## src/rtl/spi_cfg_arbiter.sv

```systemverilog
// -----------------------------------------------------------------------------
// spi_cfg_arbiter
//   Registered round-robin arbiter that lends the single shared spi_master to
//   one configuration sequencer (0 = AD9517, 1 = ADC0, 2 = ADC1) for a whole
//   configuration session. It routes chip select to the owning device only,
//   drops and flags commands from anyone who does not own the bus, and
//   enforces an idle chip-select gap between sessions.
//
// Ports
//   clk, rst          system clock (clk_20m), synchronous active-high reset
//   i_req             per-sequencer session request (level, held for session)
//   o_gnt             one-hot grant, registered
//   i_wr_cmd/i_rd_cmd per-sequencer command strobes
//   i_wr_data         packed write words, slice k belongs to sequencer k
//   o_rd_data         read data broadcast from spi_master
//   o_busy            per-sequencer busy (forced high for non-owners)
//   o_drop_err        sticky flag: sequencer issued a command without owning
//   spi_wr_cmd/spi_rd_cmd/spi_wr_data  registered command to spi_master
//   spi_busy, spi_rd_data, spi_ncs     status/data/chip select from spi_master
//   o_cs_n            per-device active-low chip select
// -----------------------------------------------------------------------------
module spi_cfg_arbiter #(
   parameter int unsigned NUM_DEV         = 3,
   parameter int unsigned MOSI_DATA_WIDTH = 24,
   parameter int unsigned MISO_DATA_WIDTH = 8,
   parameter int unsigned GAP_CYCLES      = 64
) (
   input  logic                               clk,
   input  logic                               rst,
   input  logic [NUM_DEV-1:0]                 i_req,
   output logic [NUM_DEV-1:0]                 o_gnt,
   input  logic [NUM_DEV-1:0]                 i_wr_cmd,
   input  logic [NUM_DEV-1:0]                 i_rd_cmd,
   input  logic [NUM_DEV*MOSI_DATA_WIDTH-1:0] i_wr_data,
   output logic [MISO_DATA_WIDTH:0]           o_rd_data,
   output logic [NUM_DEV-1:0]                 o_busy,
   output logic [NUM_DEV-1:0]                 o_drop_err,
   output logic                               spi_wr_cmd,
   output logic                               spi_rd_cmd,
   output logic [MOSI_DATA_WIDTH-1:0]         spi_wr_data,
   input  logic                               spi_busy,
   input  logic [MISO_DATA_WIDTH:0]           spi_rd_data,
   input  logic                               spi_ncs,
   output logic [NUM_DEV-1:0]                 o_cs_n
);

   localparam int unsigned IDX_W = (NUM_DEV > 1) ? $clog2(NUM_DEV) : 1;
   localparam int unsigned GAP_W = (GAP_CYCLES > 1) ? $clog2(GAP_CYCLES) : 1;

   typedef enum logic [1:0] {
      ST_IDLE  = 2'd0,
      ST_OWN   = 2'd1,
      ST_DRAIN = 2'd2,
      ST_GAP   = 2'd3
   } state_e;

   state_e                       state_q, state_d;
   logic [NUM_DEV-1:0]           gnt_q, gnt_d;
   logic [IDX_W-1:0]             rr_ptr_q, rr_ptr_d;
   logic [GAP_W-1:0]             gap_cnt_q, gap_cnt_d;
   logic                         wr_cmd_q, wr_cmd_d;
   logic                         rd_cmd_q, rd_cmd_d;
   logic [MOSI_DATA_WIDTH-1:0]   wr_data_q, wr_data_d;
   logic [NUM_DEV-1:0]           drop_err_q, drop_err_d;

   logic                         own_wr;
   logic                         own_rd;
   logic [MOSI_DATA_WIDTH-1:0]   own_data;
   logic                         win_found;
   logic [IDX_W-1:0]             win_idx;
   logic [NUM_DEV-1:0]           win_oh;
   logic [IDX_W-1:0]             next_ptr;
   logic [NUM_DEV-1:0]           cmd_any;
   logic [NUM_DEV-1:0]           accept_mask;

   // Select the current owner's command lines (grant is one-hot or zero).
   always_comb begin
      own_wr   = 1'b0;
      own_rd   = 1'b0;
      own_data = '0;
      for (int unsigned k = 0; k < NUM_DEV; k++) begin
         if (gnt_q[k]) begin
            own_wr   = i_wr_cmd[k];
            own_rd   = i_rd_cmd[k];
            own_data = i_wr_data[k*MOSI_DATA_WIDTH +: MOSI_DATA_WIDTH];
         end
      end
   end

   // Round-robin search: first requester at or after the pointer, wrapping.
   always_comb begin
      int unsigned cand;
      cand      = 0;
      win_found = 1'b0;
      win_idx   = '0;
      for (int unsigned i = 0; i < NUM_DEV; i++) begin
         cand = 32'(rr_ptr_q) + i;
         if (cand >= NUM_DEV) begin
            cand = cand - NUM_DEV;
         end
         if (!win_found && i_req[IDX_W'(cand)]) begin
            win_found = 1'b1;
            win_idx   = IDX_W'(cand);
         end
      end
   end

   assign win_oh   = NUM_DEV'(1) << win_idx;
   assign next_ptr = (win_idx == IDX_W'(NUM_DEV - 1)) ? '0 : win_idx + IDX_W'(1);

   // Only the owner in OWN may issue; everything else is dropped and flagged.
   assign cmd_any     = i_wr_cmd | i_rd_cmd;
   assign accept_mask = (state_q == ST_OWN) ? gnt_q : '0;

   // Next-state and command register logic.
   always_comb begin
      state_d    = state_q;
      gnt_d      = gnt_q;
      rr_ptr_d   = rr_ptr_q;
      gap_cnt_d  = gap_cnt_q;
      wr_cmd_d   = 1'b0;
      rd_cmd_d   = 1'b0;
      wr_data_d  = wr_data_q;
      drop_err_d = drop_err_q | (cmd_any & ~accept_mask);

      case (state_q)
         ST_IDLE: begin
            if (win_found) begin
               gnt_d    = win_oh;
               rr_ptr_d = next_ptr;
               state_d  = ST_OWN;
            end
         end
         ST_OWN: begin
            // A simultaneous write and read: the write wins.
            if (own_wr) begin
               wr_cmd_d  = 1'b1;
               wr_data_d = own_data;
            end else if (own_rd) begin
               rd_cmd_d = 1'b1;
            end
            if ((i_req & gnt_q) == '0) begin
               state_d = ST_DRAIN;
            end
         end
         ST_DRAIN: begin
            // Hold ownership until the last transfer has fully closed.
            if (!spi_busy && spi_ncs) begin
               gnt_d     = '0;
               gap_cnt_d = GAP_W'(GAP_CYCLES - 1);
               state_d   = ST_GAP;
            end
         end
         ST_GAP: begin
            if (gap_cnt_q == '0) begin
               state_d = ST_IDLE;
            end else begin
               gap_cnt_d = gap_cnt_q - GAP_W'(1);
            end
         end
         default: begin
            state_d = ST_IDLE;
         end
      endcase
   end

   // State and payload registers.
   always_ff @(posedge clk) begin
      if (rst) begin
         state_q    <= ST_IDLE;
         gnt_q      <= '0;
         rr_ptr_q   <= '0;
         gap_cnt_q  <= '0;
         wr_cmd_q   <= 1'b0;
         rd_cmd_q   <= 1'b0;
         wr_data_q  <= '0;
         drop_err_q <= '0;
      end else begin
         state_q    <= state_d;
         gnt_q      <= gnt_d;
         rr_ptr_q   <= rr_ptr_d;
         gap_cnt_q  <= gap_cnt_d;
         wr_cmd_q   <= wr_cmd_d;
         rd_cmd_q   <= rd_cmd_d;
         wr_data_q  <= wr_data_d;
         drop_err_q <= drop_err_d;
      end
   end

   // Chip select and busy pass through for the owner only, with no added
   // latency; grant is clear outside OWN/DRAIN so everything idles high there.
   assign o_cs_n      = ~gnt_q | {NUM_DEV{spi_ncs}};
   assign o_busy      = ~gnt_q | {NUM_DEV{spi_busy}};
   assign o_gnt       = gnt_q;
   assign o_drop_err  = drop_err_q;
   assign o_rd_data   = spi_rd_data;
   assign spi_wr_cmd  = wr_cmd_q;
   assign spi_rd_cmd  = rd_cmd_q;
   assign spi_wr_data = wr_data_q;

endmodule

```

## config.mk

```make
export PLATFORM = sky130hd
export DESIGN_NAME = spi_cfg_arbiter
export DESIGN_NICKNAME = d
export VERILOG_FILES = /design/src/rtl/spi_cfg_arbiter.sv
export SDC_FILE = /design/constraint.sdc
export NUM_CORES = 1
export LEC_CHECK = 0
export BUFFER_PORTS_ARGS = -buffer_cell sky130_fd_sc_hd__buf_2
export CAP_MARGIN = 15
export CORE_UTILIZATION = 30
export DETAILED_ROUTE_END_ITERATION = 16
export GPL_TIMING_DRIVEN = 0
export PLACE_DENSITY = 0.57
export SLEW_MARGIN = 5
export SYNTH_ARGS = -nofsm -noshare
export SYNTH_HDL_FRONTEND = slang
export SYNTH_SLANG_ARGS = --single-unit
```

## constraint.sdc

```tcl
create_clock -name clk -period 2 [get_ports clk]
set_clock_uncertainty 0.05 [all_clocks]
set_input_delay 0 -clock clk [delete_from_list [all_inputs] [get_ports clk]]
set_output_delay 0 -clock clk [all_outputs]
set_load 0.03 [all_outputs]
```

Yosys cells after proc, flatten, opt, wreduce, memory -nomap -nowiden
Cells that the tools add are included.
- register bits after elaboration: 42
- latch bits: 0
- bits in writable memories: 0
- bits in read-only memories: 0
- input port bits: 94
- output and inout bits: 47
- logic and storage cells: 97
- memories: 0
- $add $sub $neg: 7
- multipliers: 0
- divide/modulo/power cells: 0
- $lt $le $gt $ge: 6
- equal/unequal tests: 9
- shift-type cells: 1
- muxes and demuxes: 39
- bitwise operators: 9
- reductions and logical operators: 18
- operators by type and width (kind ; count):
    two-way mux 24 bit ; 3
    two-way mux 2 bit ; 11
    two-way mux 1 bit ; 14
    two-way mux 6 bit ; 2
    OR 3 bit ; 4
    one-hot mux 6 bit (2 select lines) ; 1
    < comparator 2 x 3 -> 1 bit, second input constant ; 3
    two-way mux 3 bit ; 3
    != test 2 bit, second input constant ; 4
    one-hot mux 2 bit (4 select lines) ; 1
    bitwise AND 3 bit ; 2
    binary-select mux 1 bit (select 2 bit) ; 3
    equality test 2 bit, second input constant ; 3
    greater-or-equal comparator 3 x 2 -> 1 bit, second input constant ; 2
    logical NOT 6 bit ; 1
    inverter 3 bit ; 2
    one-hot mux 3 bit (2 select lines) ; 1
    AND reduction 3 bit ; 2
    subtractor 2 bit, second input constant ; 3
    subtractor 6 x 1 -> 6 bit, second input constant ; 1
    AND reduction 2 bit ; 2
    AND reduction 4 bit ; 1
    nonzero test 2 bit ; 2
    adder 2 x 1 -> 3 bit, second input constant ; 1
    13 further kinds ; 17

Depth between registers and ports, before layout
- depth after elaboration: 14
- depth in mapped cells: 8
- mapped depth without buffers: 7

Worst setup path before layout
Ideal clock, no wire load.
- kind: register to register
- start point: register rr_ptr_q[0]
- end point: register gnt_q[0] (netlist: o_gnt[0])
- arrival: 1.894 ns
- setup slack: -0.032 ns
- stages on the path, launching flop included: 9
- buffers on the path: 1
- clock period less this slack: 2.032 ns
- cells stage by stage: dfxtp_1 > inv_1 > ha_1 > buf_4 > nand2b_1 > a21boi_2 > o41ai_2 > or3_4 > o32ai_2
- longest elaborated chain between the ends: 14
- ends and longest elaborated chain (item ; RTL line ; text):
    start, declared ; 59 ; logic [IDX_W-1:0] rr_ptr_q, rr_ptr_d;
    start signal, assigned ; 181 ; rr_ptr_q <= rr_ptr_d;
    parallel branches: the longest is 14 deep, another holds adder 2 x 1 -> 3 bit ; - ;
    end signal, assigned ; 180 ; gnt_q <= gnt_d;
    end, declared ; 58 ; logic [NUM_DEV-1:0] gnt_q, gnt_d;
Parallel ways; which one is timed is not known. The select of a mux whose other input is x is not followed.
A chain may end at the register's enable or synchronous reset.

Worst setup path in the final report
Same ends and word-level chain as after synthesis.

==> reports/qor.txt <==
setup ws final -> 12.3 ps
outcome -> finished, final reports clean
period utilization -> 0.994
Synth async-reset ratio -> 0
sw power -> 1.99 mW
Post-synth EDFFs -> 0
unrepaired setup endpoints after global routing -> yes
Tmin final -> 1990 ps
post-synthesis sequential area ratio -> 0.330
Bufs on Longest Clock Path -> 2
Final Wtd Congestion -> 0.876
HPWL Detailed -> 6340 um
largest net degree at the start of global routing -> 14
Max stage delay on crit path -> 360 ps
CTS Sinks -> 42
Final Max Tran Viols -> 0
Total Power -> 4.65 mW
P_int -> 2.66 mW
Post-Synthesis Cells -> 300
first-pass iteration count of the detailed router -> 5
DR iter-0 viols -> 107
crit path DAT -> 2140 ps
clk_lat worst skew -> 300 ps
Worst Path Buf+Inv -> 1
Die Y -> 94.2 um
Worst R2R Start -> rr_ptr_q[0]
Layout Nets -> 572
FF+latch count, synth -> 42
Hold Path Class -> primary input to flip-flop
Synth Area in Adders -> 0.0540
setup total negative slack -> 0 ps
ant diodes -> 0
total track usage -> 0.181
Max Cap Viol -> 0
share of cells above drive strength 1 -> 0.410
H-tree Lvls -> 2
syn nets -> 405
Min-Delay Path Depth -> 5
initial antenna violation count -> 0
Fillers -> 782
first-pass GRT wire length -> 12,700 um
Max Freq -> 503 MHz
starting density of the core -> 0.310
Compound-Gate Fraction of Synth Area -> 0.341
wire length per cell -> 14.8 um
mux contribution to synthesized area -> 0.00786
DRC errors left -> 0
CP Cell Sequence -> buf_6 > ha_4 > nand2b_1 > a21boi_4 > o41ai_4 > or3_4 > o32ai_2
Clock power frac -> 0.144
CP delay by family, top -> compound AO/OA/AOI/OAI gates
clk root buf -> clkbuf_8
Synth Flop Type -> dfxtp_1
FF-to-FF setup slack -> 10 ps
cell depth of the worst setup path -> 7
chip width -> 94.2 um
Slew @ Worst Pin -> 503 ps
Leakage Power -> 1.71 nW
sequential power share -> 0.246
worst slack, placed -> -158 ps
Setup crit start kind -> flip-flop
Setup Viol. Count Final -> 0
CTS tree -> built
Mapped Area -> 0.00255 mm2
maximum VDD drop -> 0.000428 V
Final Hold Slack -> 66.3 ps
TritonCTS Buffers -> 5
Mean Syn Cell Area -> 8.49 um2
# port buffers -> 129
CP Data Required Time -> 2160 ps
CORE AREA -> 0.00822 mm2
clk slew on worst S/H paths -> 80 ps
hold_sp -> i_wr_cmd[1]
leading cell types in the layout, fill and taps excluded -> buf_2, dfxtp_1, a21oi_1, nand2_1, dlygate4sd3_1
Layout Cells excl Fill -> 573
synth top area cells -> dfxtp_1, a221o_1, o211ai_1
# rows -> 33
Worst Path Max Fanout -> 8
YS warnings -> 0
Area Overhead vs Synth -> 54.5%
Crit Path Category -> flip-flop to flip-flop
final hold vios -> 0
Crit-path slowest cell -> dfxtp_4
GR Overflow Total -> 0
largest family of logic cells by synthesized area -> compound AO/OA/AOI/OAI gates
post-synth top area share -> 0.330
Post-Synth XOR/XNOR Area -> 0.0138
final wirelength -> 8450 um
antenna violation net count after detailed routing -> 0
routed via count -> 2,918
CP endpoint kind -> flip-flop
Simple-Gate Fraction of Synth Area -> 0.170
DP Cell Count -> 534
I/O pins -> 141
FF-to-FF path depth -> 7
power per cell area -> 1180 mW/mm2
vias in the first global route -> 2,742
cell taking the most area after synthesis -> dfxtp_1
die area -> 0.00886 mm2
CP Launch Point -> rr_ptr_q[0]
Logic pwr share -> 0.610
Net Sw Frac -> 0.428
Avg Vias per Cell -> 5.09
relative slew slack -> 0.664
commonest non-fill, non-tap cell in the layout -> buf_2
count of cell types in the netlist -> 56
-- metrics by stage --
| step | util | cell area (um2) |
|---|---|---|
| final | 0.479 | 3940 |
| after global routing | 0.479 | 3940 |
| after CTS | 0.462 | 3800 |
| after detailed placement | 0.406 | 3340 |
| after global placement | 0.406 | 3340 |
| after floorplan | - | 2560 |
-- what timing repair did --
action | CTS | global route
setup endpoints to repair | 25 | 32
hold buffers | 26 | 0
setup buffers | 3 | 3
endpoints found under the hold margin | 27 | 0
pin swaps | 6 | 12
resized for setup | 15 | 24
-- metal layers --
metal / vias up / part of all wire / global-route usage
met3: 9 / 0.063 / 0.0356
li1: 1444 / - / -
met5: - / 0 / 0
met2: 118 / 0.50 / 0.354
met4: 0 / 0.0089 / 0.0385
met1: 1347 / 0.43 / 0.196
-- area by class of cell --
class | count | area (um2) | area share
sequential | 42 | 850 | 0.216
inverter | 11 | 43.8 | 0.0111
multi-input combinational | 216 | 1660 | 0.423
tap | 105 | 131 | 0.0334
buffer | 30 | 166 | 0.0423
clock inverter | 2 | 37.5 | 0.00954
clock buffer | 6 | 72.6 | 0.0184
timing repair buffer | 161 | 971 | 0.247
-- power by group through the flow --
stage          combinational, mW  sequential, mW  clock [mW]
2_1_floorplan               1.66            1.22           0
4_1_cts                     2.55            1.13       0.684
3_5_place_dp                2.30            1.15           0
5_1_grt                     3.08            1.17       0.725
3_3_place_gp                2.27            1.14           0
6_report                    2.83            1.15       0.669
-- cells by family (layout without fill, tap and decap cells) --
kind of cell             after synthesis  in the layout
AO/OA/AOI/OAI                        113            113
adder cells (fa/ha/maj)               11             11
flip-flops                            42             42
buffers and inverters                 42            210
multiplexers                           2              2
AND/OR/NAND/NOR                       86             86
XOR/XNOR                               4              4
-- final timing paths --
kind / endpoint
worst min-delay path: o_drop_err[1]
worst max register to register: o_gnt[0]
worst min register to register: spi_wr_data[22]
worst max-delay path: o_gnt[0]
-- worst min-delay path, stage by stage --
cell	delay, ps
buf_2	90
nor2_1	40
a21oi_1	130
nor2_1	50
nor2_1	70
-- sequential cells by signal (all words and copies together), names as in the netlist --
name / count
spi_wr_cmd: 1
rr_ptr_q: 2
o_drop_err: 3
gap_cnt_q: 6
spi_wr_data: 24
spi_rd_cmd: 1
o_gnt: 3
state_q: 2
-- synth_stat cells (5+ instances only) --
master,n
a21oi_1,33
a221o_1,25
buf_2,5
buf_4,11
clkbuf_1,13
dfxtp_1,42
ha_1,11
inv_1,10
nand2_1,33
nand2b_1,12
nor2_1,19
o211ai_1,24
(Power assumes the default switching activity.)
